`config.mk`:
```
export PLATFORM = sky130hd
export DESIGN_NAME = pueo_beam_thresh_scaler
export DESIGN_NICKNAME = d
export VERILOG_FILES = /design/src/rtl/pueo_beam_pkg.sv /design/src/rtl/pueo_sat_counter.sv /design/src/rtl/pueo_beam_thresh_scaler.sv
export SDC_FILE = /design/constraint.sdc
export NUM_CORES = 1
export LEC_CHECK = 0
export CELL_PAD_IN_SITES_DETAIL_PLACEMENT = 1
export CELL_PAD_IN_SITES_GLOBAL_PLACEMENT = 1
export CORE_ASPECT_RATIO = 1.2
export CORE_MARGIN = 2
export CORE_UTILIZATION = 51
export CTS_CLUSTER_SIZE = 10
export DETAILED_ROUTE_END_ITERATION = 6
export DONT_BUFFER_PORTS = 1
export GPL_TIMING_DRIVEN = 0
export PLACE_DENSITY_LB_ADDON = 0.1
export SYNTH_ARGS = -nofsm -noshare
export SYNTH_HDL_FRONTEND = slang
export SYNTH_SLANG_ARGS = --single-unit
```
`constraint.sdc`:
```
create_clock -name clk_i -period 4.1 [get_ports clk_i]
set_input_delay 0.41 -clock clk_i [delete_from_list [all_inputs] [get_ports clk_i]]
set_output_delay 0.41 -clock clk_i [all_outputs]
set_load 0.01 [all_outputs]
```
`src/rtl/pueo_beam_pkg.sv`:
```
// Shared types and constants for the beam trigger stage and its threshold/scaler companion.
package pueo_beam_pkg;

    localparam int unsigned THRESH_BITS = 18;
    localparam int unsigned NBEAMS      = 2;

    typedef logic [THRESH_BITS-1:0] thresh_t;

    typedef enum logic [1:0] {
        IDLE   = 2'd0,
        LOAD_A = 2'd1,
        LOAD_B = 2'd2,
        UPDATE = 2'd3
    } loader_state_t;

    // The beam stage adds the threshold to its power sum, so it wants the negated magnitude.
    function automatic thresh_t neg_thresh(input thresh_t mag);
        return thresh_t'(~mag + thresh_t'(1));
    endfunction

endpackage

```
`src/rtl/pueo_sat_counter.sv`:
```
// Saturating event counter with synchronous clear; also exposes count-plus-this-cycle's-event.
module pueo_sat_counter #(
    parameter int unsigned CNT_BITS = 24
) (
    input  logic                clk,
    input  logic                rst,
    input  logic                inc,
    input  logic                clr,
    output logic [CNT_BITS-1:0] total_c
);

    localparam logic [CNT_BITS-1:0] CNT_MAX = '1;

    logic [CNT_BITS-1:0] count;

    // Count plus the current event, pinned at full scale so it never wraps.
    assign total_c = (inc && (count != CNT_MAX)) ? count + CNT_BITS'(1) : count;

    // Clear drops this cycle's event too: the caller has already latched total_c.
    always_ff @(posedge clk) begin
        if (rst || clr) begin
            count <= '0;
        end else begin
            count <= total_c;
        end
    end

endmodule

```
`src/rtl/pueo_beam_thresh_scaler.sv`:
```
// Per-beam trigger scalers over a fixed gate, plus the shadow-threshold load sequencer for the beam stage.
module pueo_beam_thresh_scaler
    import pueo_beam_pkg::*;
#(
    parameter int unsigned GATE_CYCLES = 375000,
    parameter int unsigned CNT_BITS    = 24
) (
    input  logic                     clk_i,
    input  logic                     rst_i,
    input  logic [NBEAMS-1:0]        trigger_i,
    input  logic                     thr_wr_i,
    input  logic                     thr_sel_i,
    input  logic [THRESH_BITS-1:0]   thr_dat_i,
    output logic [THRESH_BITS-1:0]   thresh_o,
    output logic [NBEAMS-1:0]        thresh_ce_o,
    output logic                     update_o,
    output logic                     load_busy_o,
    output logic [2*CNT_BITS-1:0]    count_o,
    output logic                     count_valid_o
);

    localparam int unsigned GATE_BITS = (GATE_CYCLES > 1) ? $clog2(GATE_CYCLES) : 1;
    localparam logic [GATE_BITS-1:0] GATE_LAST = GATE_BITS'(GATE_CYCLES - 1);

    loader_state_t       state;
    logic [NBEAMS-1:0]   pending;
    thresh_t             shadow_a;
    thresh_t             shadow_b;

    logic [GATE_BITS-1:0] gate_cnt;
    logic                 gate_end_c;
    logic [CNT_BITS-1:0]  total_a_c;
    logic [CNT_BITS-1:0]  total_b_c;

    // Shadow registers and load sequencer; outputs are set on entry to each load state.
    // Pending is cleared when its load is launched, and a same-cycle write re-arms it
    // so a value that arrives while a load is underway is loaded by a later sequence.
    always_ff @(posedge clk_i) begin
        if (rst_i) begin
            state       <= IDLE;
            pending     <= '0;
            shadow_a    <= '0;
            shadow_b    <= '0;
            thresh_o    <= '0;
            thresh_ce_o <= '0;
            update_o    <= 1'b0;
        end else begin
            thresh_ce_o <= '0;
            update_o    <= 1'b0;
            case (state)
                IDLE: begin
                    if (pending[0]) begin
                        state       <= LOAD_A;
                        thresh_o    <= neg_thresh(shadow_a);
                        thresh_ce_o <= 2'b01;
                        pending[0]  <= 1'b0;
                    end else if (pending[1]) begin
                        state       <= LOAD_B;
                        thresh_o    <= neg_thresh(shadow_b);
                        thresh_ce_o <= 2'b10;
                        pending[1]  <= 1'b0;
                    end
                end
                LOAD_A: begin
                    if (pending[1]) begin
                        state       <= LOAD_B;
                        thresh_o    <= neg_thresh(shadow_b);
                        thresh_ce_o <= 2'b10;
                        pending[1]  <= 1'b0;
                    end else begin
                        state    <= UPDATE;
                        update_o <= 1'b1;
                    end
                end
                LOAD_B: begin
                    state    <= UPDATE;
                    update_o <= 1'b1;
                end
                UPDATE: begin
                    state <= IDLE;
                end
                default: begin
                    state <= IDLE;
                end
            endcase
            if (thr_wr_i) begin
                pending[thr_sel_i] <= 1'b1;
                if (thr_sel_i) begin
                    shadow_b <= thr_dat_i;
                end else begin
                    shadow_a <= thr_dat_i;
                end
            end
        end
    end

    assign load_busy_o = (pending != '0) || (state != IDLE);

    // Gate timebase: free-running 0..GATE_CYCLES-1.
    assign gate_end_c = (gate_cnt == GATE_LAST);

    always_ff @(posedge clk_i) begin
        if (rst_i || gate_end_c) begin
            gate_cnt <= '0;
        end else begin
            gate_cnt <= gate_cnt + GATE_BITS'(1);
        end
    end

    pueo_sat_counter #(
        .CNT_BITS (CNT_BITS)
    ) u_cnt_a (
        .clk     (clk_i),
        .rst     (rst_i),
        .inc     (trigger_i[0]),
        .clr     (gate_end_c),
        .total_c (total_a_c)
    );

    pueo_sat_counter #(
        .CNT_BITS (CNT_BITS)
    ) u_cnt_b (
        .clk     (clk_i),
        .rst     (rst_i),
        .inc     (trigger_i[1]),
        .clr     (gate_end_c),
        .total_c (total_b_c)
    );

    // Latch the gate totals, including the terminal cycle's triggers.
    always_ff @(posedge clk_i) begin
        if (rst_i) begin
            count_o       <= '0;
            count_valid_o <= 1'b0;
        end else begin
            count_valid_o <= gate_end_c;
            if (gate_end_c) begin
                count_o <= {total_b_c, total_a_c};
            end
        end
    end

endmodule
```
==> summary.txt, run 1 <==
Outcome
  – Status: completed

Detailed routing
  – Detailed router's first-iteration violation count: 339
  – Vias: 7021
  – Total wire length: 23.53 mm
  – DRC: 0
  – DR WL/cell: 20.03 µm
  – Post-DR vias/cell: 5.975
  – DRT Pass-1 Iters: 5
  – Antenna Nets Post-Route: 0

STA
  – Setup_tns: 0 ns
  – Hold Vio Cnt, Final: 0
  – Slew @ Worst Pin: 1.129 ns
  – Fmax achieved: between 300 and 400 MHz
  – Max-slew violations: 0
  – RSZ-0062 raised after global routing: no
  – Worst slew margin: about 24%
  – Final setup violation count: 0
  – Fin crit share: 60.99%
  – Layout Skew: 0.005360 ns
  – Period minus WS final: ~2.5 ns

Floorplanning
  – Std cell rows: 49
  – Die height: 139.5 µm
  – Die width: 116.9 µm
  – Core Box Area: 14960 µm²
  – Top-Level Pins: 95
  – Die area: 16310 µm²
  – Initial cell density of the core: 52.17%

Worst setup path
  – Critical R2R Capture: thresh_o[13]
  – Worst setup path startpoint: shadow_a[5]
  – Critical Path Fanout Max: 6
  – Worst setup path endpoint: thresh_o[13]
  – FF-to-FF setup slack: 1.60 ns
  – Reg2reg path depth: 6
  – Worst Path Arrival: 2.81 ns
  – Reg-to-Reg Start: shadow_a[5]
  – Worst setup EP type: flop
  – CP required: 4.41 ns
  – Worst Setup Start Kind: flop
  – Crit Path Category: reg2reg

Global routing
  – Largest net degree at the start of global routing: 17
  – Overall Global Routing Usage: between 20% and 30%
  – Initial antenna violation count: 0
  – First-pass GRT wire length: 37.73 mm
  – Vias in the first global route: 7490
  – Total grt overflow: 0

Clocking
  – TritonCTS Buffers: 17
  – # resized after CTS: 0
  – CTS max path bufs: 2
  – Root buf cell: clkbuf_16
  – Clock sink count: roughly 180
  – CTS tree: built
  – Hold-fix buffer count after cts: 0
  – Clock transition at the registers of the reported paths: 0.06 ns
  – Later-pin clock latency in the skew report: between 0.4 and 0.5 ns
  – H-tree depth: 4
  – Postcts setup bufs: 0

Pwr
  – Pwr per Cell Area: roughly 440 nW/µm²
  – Static Leak: 2.886 nW
  – Max VDD drop: ~0.00027 V
  – Power consumption: ~3.8 mW

Final layout
  – Net count, final: 990
  – Layout cells sized above 1: around 5.0%
  – Antenna cells: 0
  – Area grow syn2layout: 10.69%

Yosys
  – Synthesis warning total: 0
  – Post-synth EDFFs: 0
  – Async SR Flop Fraction: 0%
  – Top FF cell, synth: dfxtp_1
  – Mean Syn Cell Area: approximately 8.3 µm²
  – Synthesized net count: 971
  – Mapped Area: just under 8000 µm²
  – Mapped Cells: 939
  – Post-synthesis sequential area ratio: a little under half
  – Synthesis-stage register bit count: 177
  – Unique masters post-synth: 54

Placed design
  – PortBufs: 0
  – Routability cong.: between 0.8 and 0.9
  – DP HPWL: 17.55 mm

Job
  – Max Cap Violations: 0

Worst hold path
  – Min-Delay Path Class: in2reg
## flip-flops by register name, summed over array words and instances (netlist names), 18 cells and up
name	cells
shadow_b	18
count_o	48
u_cnt_a.count	24
thresh_o	18
gate_cnt	19
shadow_a	18
u_cnt_b.count	24
## synth_stat cells (5+ instances only)
library cell    n  area [µm²]
dfxtp_1       177        3543
nor2_1        137       514.2
nand2_1       122       457.9
a21oi_1        63       315.3
clkbuf_1       45       168.9
a211oi_1       44       330.3
xnor2_1        40       350.3
xor2_1         32       280.3
o21ai_0        25       125.1
nand4_1        20       125.1
nor3_1         20       100.1
inv_1          19       71.32
nand3_1        19       95.09
nor4_1         17       106.4
or3_1          12       75.07
or4_1          11       82.58
buf_2          10       50.05
and4_1          9       78.83
o22ai_1         9       56.30
ha_1            8       100.1
nand2b_1        8       50.05
a31oi_1         7       43.79
and3_1          6       37.54
o21bai_1        6       45.04
o31ai_1         6       45.04
a311oi_1        5       43.79
and2_1          5       31.28
mux2i_1         5       50.05
o211ai_1        5       37.54
## cell usage in the layout (no fill, tap or decap), types with 19 or more instances in the layout
cell type  Yosys  routed
dfxtp_1      177     177
a211oi_1      44      44
xor2_1        32      32
nand3_1       19      19
o21ai_0       25      25
xnor2_1       40      40
nand2_1      122     122
a21oi_1       63      63
inv_1         19      19
nor3_1        20      20
clkbuf_1      45      52
nand4_1       20      20
nor2_1       137     137
## layer usage
layer | global-route usage [%] | wire length [µm]
met2 | 54.97 | 12860
met1 | 30.78 | 8753
met4 | 12.45 | 658
met5 | 0 | 0
met3 | 7.099 | 1258
## how the worst min path moves through the flow
stage | start | endpoint | slack [ns] | cells after the start
after floorplan | gate_cnt[0] | gate_cnt[0] | 0.44 | 1
after global placement | shadow_b[7] | shadow_b[7] | 0.46 | 2
after detailed placement | gate_cnt[0] | gate_cnt[0] | 0.46 | 1
after CTS | thr_dat_i[15] | shadow_b[15] | 0.10 | 2
after global routing | thr_dat_i[13] | shadow_a[13] | 0.11 | 2
final | thr_dat_i[11] | shadow_a[11] | 0.11 | 2
## final cells by class
type	count	area, µm²
plain buffers	55	219.0
clock buffers	28	506.7
clock inverters	4	72.57
fillers	1876	6320
inverters	19	71.32
multi-input cells	688	3971
flip-flops and latches	177	3543
well taps	204	255.2
## cells by family after synthesis
logic type / share of synthesized area [%]
xor+xnor: 8.080
flops: 45.40
fa+ha+maj: 1.283
compound gates: 15.69
mux: 0.7855
simple gates: 25.04
buf+inv: 3.719
## critical path, cell delays in order, from the launching register on
cell and delay (ns):
dfxtp_1 0.37, or4_1 0.58, buf_2 0.18, or4_4 0.50, nor4_1 0.26, xor2_1 0.11
a2111oi_0 0.37
## power by group
group          internal (mW)  leakage [nW]  switching [mW]  total [mW]
Combinational          0.141          1.17           0.244       0.385
Clock                  0.963         0.279           0.651        1.61
Sequential              1.77          1.43          0.0633        1.84
Total                   2.88          2.89           0.958        3.84
## stage by stage
step	setup slack, ns	cells	hold slack (ns)	instance area, µm²	utilization [%]
after floorplan	1.860	939	0.4414	7805	-
after global placement	1.659	1143	0.4602	8060	53.88
after detailed placement	1.616	1143	0.4649	8060	53.88
after CTS	1.592	1175	0.1050	8640	57.75
after global routing	1.411	1175	0.1121	8640	57.75
final	1.599	1175	0.1122	8640	57.75
Note: power is estimated with default switching activity, not from simulation.
==> run 2: changes to the inputs <==
--- a/config.mk
+++ b/config.mk
@@ -9,7 +9,7 @@
 export CELL_PAD_IN_SITES_GLOBAL_PLACEMENT = 1
 export CORE_ASPECT_RATIO = 1.2
 export CORE_MARGIN = 2
-export CORE_UTILIZATION = 51
+export CORE_UTILIZATION = 47
 export CTS_CLUSTER_SIZE = 10
 export DETAILED_ROUTE_END_ITERATION = 6
 export DONT_BUFFER_PORTS = 1
==> constraint.sdc (replaced) <==
create_clock -name clk_i -period 2.4 [get_ports clk_i]
set_input_delay 0.24 -clock clk_i [delete_from_list [all_inputs] [get_ports clk_i]]
set_output_delay 0.24 -clock clk_i [all_outputs]
set_load 0.01 [all_outputs]
==> run 2 against run 1 <==
Worst hold slack got worse by 0.017 ns. Flip-flop and latch count stayed put. Total power rose by 72%. Critical path depth is the same.
==> summary.txt, run 2 (synthesis gave the netlist of run 1 again) <==
Outcome
  – Status: completed

Global routing
  – Initial antenna violation count: 0
  – Total grt overflow: 0
  – Vias in the first global route: between 7000 and 8000
  – Overall Global Routing Usage: 27.56%
  – First-pass GRT wire length: 38.71 mm
  – Largest net degree at the start of global routing: 17

Worst setup path
  – Worst Path Arrival: 2.69 ns
  – Worst setup path startpoint: u_cnt_b.count[10]
  – Reg2reg path depth: 6
  – Worst Setup Start Kind: flop
  – Critical R2R Capture: count_o[42]
  – Reg-to-Reg Start: u_cnt_b.count[10]
  – FF-to-FF setup slack: 0.06 ns
  – Crit Path Category: reg2reg
  – Worst setup EP type: flop
  – Worst setup path endpoint: count_o[42]
  – Critical Path Fanout Max: 10
  – CP required: 2.75 ns

Final layout
  – Biggest regs: count_o (48), u_cnt_a.count (24), u_cnt_b.count (24)
  – Max reg flops: 48
  – Net count, final: 1007
  – Top reg by flops: count_o
  – Layout cells sized above 1: 8.198%
  – Antenna cells: 0
  – Area grow syn2layout: 15.02%
  – Most used cells in the layout excluding fill and tap cells: dfxtp_1 (175), nor2_1 (137), nand2_1 (122)
  – Most common cell after layout, fill and taps aside: dfxtp_1
  – Core Util, Final: between 50% and 60%

Job
  – Max Cap Violations: 0

STA
  – Final setup violation count: 0
  – Fmax achieved: about 430 MHz
  – RSZ-0062 raised after global routing: yes
  – Worst slew margin: 46.27%
  – Slew @ Worst Pin: 0.8030 ns
  – Layout Skew: about 0.0081 ns
  – Max-slew violations: 0
  – Period minus WS final: ~2.3 ns
  – Fin crit share: 97.61%
  – WHS: 0.09506 ns
  – Final setup margin: 0.05744 ns
  – Hold Vio Cnt, Final: 0

Clocking
  – H-tree depth: 4
  – CTS max path bufs: 2
  – Later-pin clock latency in the skew report: ~0.44 ns
  – Clock sink count: between 150 and 200
  – CTS tree: built
  – Root buf cell: clkbuf_16
  – TritonCTS Buffers: 17
  – Clock transition at the registers of the reported paths: about 0.060 ns

Detailed routing
  – Total wire length: 24.04 mm
  – DRT Pass-1 Iters: 4
  – Post-DR vias/cell: 5.885
  – Detailed router's first-iteration violation count: between 300 and 400
  – DR WL/cell: 20.04 µm
  – Vias: roughly 7100
  – DRC: 0
  – Antenna Nets Post-Route: 0

Pwr
  – Max VDD drop: 0.0004905 V
  – Static Leak: 3.016 nW
  – Pwr per Cell Area: 736.5 nW/µm²

Placed design
  – Routability cong.: around 0.9
  – DP HPWL: approximately 17 mm
  – Worst slack at placement: -0.1488 ns
  – PortBufs: 0

Floorplanning
  – Die area: 17660 µm²
  – Initial cell density of the core: between 40 and 50%
  – Std cell rows: 51
  – Die height: 145.2 µm
  – Die width: roughly 120 µm
  – Top-Level Pins: 95
  – Core Box Area: 16270 µm²

Worst hold path
  – Min-Delay Path Class: in2reg
-- run 2: cell types whose count changed in the layout (fill, tap and decap cells not counted), moves of 3 or more --
cell / delta
buf_2: -3
clkbuf_1: -13
clkbuf_2: +6
dlygate4sd3_1: +18
nor4_1: -5
nor4_2: +3
or4_1: -3
or4_4: +3
-- run 2: power by group --
part           internal, mW  leakage [nW]  total (mW)  switching [mW]
Sequential             3.03          1.44        3.15           0.116
Combinational         0.284          1.30       0.736           0.452
Clock                  1.57         0.279        2.73            1.16
Total                  4.88          3.02        6.61            1.73
-- run 2: cell type report --
cell class / instances / area (µm²)
fillers: 1959 / 7295
multi-input cells: 688 / 4099
flip-flops and latches: 177 / 3546
clock buffers: 24 / 501.7
well taps: 212 / 265.3
plain buffers: 53 / 230.2
repair buffers: 19 / 187.7
clock inverters: 8 / 76.32
inverters: 19 / 71.32
-- run 2: worst min-delay path by stage --
stage,startpoint,end,slack (ns),cells past startpoint
2_1_floorplan,thr_dat_i[17],shadow_b[17],0.38,2
3_3_place_gp,thr_dat_i[15],shadow_a[15],0.38,2
5_1_grt,trigger_i[0],u_cnt_a.count[2],0.11,4
4_1_cts,trigger_i[0],u_cnt_a.count[2],0.09,4
6_report,trigger_i[0],u_cnt_a.count[2],0.1,3
3_5_place_dp,thr_dat_i[15],shadow_b[15],0.38,2
-- run 2: timing repair --
item,4_1_cts,5_1_grt
endpoints found under the setup margin,40,98
pin swaps,0,3
resized for setup,13,29
buffers inserted,0,1
endpoints found under the hold margin,36,0
hold buffers,18,0
-- run 2: metrics by stage --
stage	instance area [µm²]	setup TNS, ns	power, mW	std cells
floorplan	7805	0	3.660	939
global placement	8070	-1.296	3.822	1151
detailed placement	8070	-2.691	3.859	1151
CTS	8872	0	6.616	1201
global route	8977	-0.03759	6.867	1200
finish	8977	0	6.611	1200
-- run 2: layer usage --
| metal | vias up | part of all wire [%] | GRT usage, % |
|---|---|---|---|
| met5 | - | 0 | 0 |
| met4 | 0 | 3.4 | 11.84 |
| met3 | 60 | 4.7 | 6.525 |
| met2 | 158 | 54 | 51.69 |
| met1 | 3468 | 37 | 28.61 |
| li1 | 3376 | - | - |
-- run 2: critical path, cell delays in order (launching register included) --
cell,delay [ns]
dfxtp_1,0.44
nand4_1,0.22
or3_1,0.49
clkbuf_1,0.26
nor4_1,0.42
xnor2_1,0.17
a211oi_1,0.24
==> run 3: changes to the inputs <==
--- a/config.mk
+++ b/config.mk
@@ -10,10 +10,12 @@
 export CORE_ASPECT_RATIO = 1.2
 export CORE_MARGIN = 2
 export CORE_UTILIZATION = 47
+export CTS_CLUSTER_DIAMETER = 80
 export CTS_CLUSTER_SIZE = 10
 export DETAILED_ROUTE_END_ITERATION = 6
 export DONT_BUFFER_PORTS = 1
 export GPL_TIMING_DRIVEN = 0
+export MAX_ROUTING_LAYER = met4
 export PLACE_DENSITY_LB_ADDON = 0.1
 export SYNTH_ARGS = -nofsm -noshare
 export SYNTH_HDL_FRONTEND = slang
==> run 3 against run 2 <==
Total power rose by 1.7%. Via count grew 0.28%. Fmax shrank 0.96%. Clock skew down 0.00063 ns. Largest power group unchanged.
==> summary.txt, run 3 (synthesis gave the netlist of run 1 again) <==
Outcome
  – Status: completed

Detailed routing
  – DR WL/cell: 20.21 µm
  – DRC: 0
  – Met2 wire length: 13.11 mm
  – Total wire length: 24.27 mm
  – DRT Pass-1 Iters: 4
  – Detailed router's first-iteration violation count: 495
  – DR top layer: met4
  – Vias: 7082
  – Antenna Nets Post-Route: 0
  – Metal-1 WL: 9.241 mm
  – Met3 Wirelength: 1.103 mm
  – Post-DR vias/cell: 5.897

Final layout
  – Max reg flops: 48
  – Area grow syn2layout: 15.41%
  – Most common cell after layout, fill and taps aside: dfxtp_1
  – Most used cells in the layout excluding fill and tap cells: dfxtp_1 (174), nor2_1 (137), nand2_1 (122)
  – Antenna cells: 0
  – Post-Layout Cell Count: 1201
  – Design area: between 9000 and 10000 µm²
  – Fillers: 1980
  – Layout cells sized above 1: under 10%
  – Top reg by flops: count_o
  – Biggest regs: count_o (48), u_cnt_a.count (24), u_cnt_b.count (24)
  – Net count, final: 1008

STA
  – Period minus WS final: 2.365 ns
  – Fmax achieved: 422.8 MHz
  – Final setup violation count: 0
  – Slew @ Worst Pin: 0.7367 ns
  – Max-slew violations: 0
  – Setup_tns: 0 ns
  – Hold Vio Cnt, Final: 0
  – Fin crit share: 98.55%
  – Layout Skew: 0.007494 ns
  – WHS: 0.09760 ns
  – RSZ-0062 raised after global routing: yes
  – Worst slew margin: about 51%

Floorplanning
  – Initial cell density of the core: 47.97%
  – Top-Level Pins: 95
  – Std cell rows: 51
  – Core Box Area: 16270 µm²
  – Die width: approximately 120 µm
  – Die area: 17660 µm²
  – Die height: around 150 µm

Worst setup path
  – Worst Path Arrival: 2.69 ns
  – Worst setup EP type: flop
  – CP required: 2.73 ns
  – Worst Setup Start Kind: flop
  – Crit Path Category: reg2reg
  – Critical Path Fanout Max: 6

Clocking
  – Clock sink count: 177
  – H-tree depth: 4
  – Root buf cell: clkbuf_16
  – CTS tree: built
  – Clock transition at the registers of the reported paths: around 0.07 ns
  – TritonCTS Buffers: 17
  – CTS max path bufs: 2
  – Later-pin clock latency in the skew report: 0.44 ns

Placed design
  – Placed Area: 8070 µm²
  – Routability cong.: 0.8778
  – DP HPWL: 17.75 mm
  – PortBufs: 0
  – Placed Cells: 1151

Global routing
  – Vias in the first global route: around 7500
  – Overall Global Routing Usage: 28.60%
  – First-pass GRT wire length: 38.67 mm
  – Largest net degree at the start of global routing: 17
  – Total grt overflow: 0
  – Initial antenna violation count: 0

Pwr
  – Power consumption: ~6.7 mW
  – Pwr per Cell Area: around 750 nW/µm²
  – Static Leak: 3.037 nW
  – Max VDD drop: 0.0004969 V

Worst hold path
  – Min-Delay Path Class: in2reg

Job
  – Max Cap Violations: 0
-- run 3: power by group --
part / internal, mW / switching, mW / leakage [nW] / total, mW
registers: 3.03 / 0.116 / 1.44 / 3.15
clock network: 1.62 / 1.22 / 0.293 / 2.84
logic: 0.286 / 0.455 / 1.31 / 0.741
-- run 3: final timing paths --
check,from,end,cells after the start,slack (ns)
setup / recovery,shadow_a[5],thresh_o[13],6,0.03
setup reg to reg,shadow_a[5],thresh_o[13],6,0.03
hold / removal,trigger_i[0],u_cnt_a.count[2],4,0.1
hold reg to reg,gate_cnt[0],gate_cnt[0],1,0.49
-- run 3: critical path: stages (launching register included) --
cell and delay (ns):
dfxtp_2 0.36, or4_1 0.58, buf_4 0.19, or4_4 0.52, nor4_4 0.16, xor2_1 0.12, a2111oi_2 0.32
-- run 3: area by class of cell --
class	count	area, µm²	share of cell area [%]
Tap cell	212	265.3	2.945
Sequential cell	177	3547	39.38
Clock inverter	12	130.1	1.445
Clock buffer	20	466.7	5.181
Timing Repair Buffer	19	187.7	2.084
Inverter	19	71.32	0.7918
Buffer	54	235.2	2.611
Multi-Input combinational cell	688	4104	45.56
-- run 3: what timing repair did --
action                                  in CTS  in global routing
hold buffers                                18                  0
hold endpoints to repair                    36                  0
endpoints found under the setup margin      57                 47
setup buffers                                0                  1
pin swaps                                    0                  5
resized for setup                           11                 37
-- run 3: layer usage --
metal | vias to the layer above | track usage (%)
li1 | 3389 | -
met1 | 3485 | 28.86
met2 | 151 | 52.16
met3 | 57 | 6.368
met4 | 0 | 12.30
met5 | - | -
-- run 3: stage by stage --
stage | util (%) | setup WS [ns]
finish | 55.36 | 0.03482
global route | 55.36 | -0.01908
CTS | 54.60 | -0.03218
detailed placement | 49.60 | -0.1705
global placement | 49.60 | -0.08062
floorplan | - | 0.1601
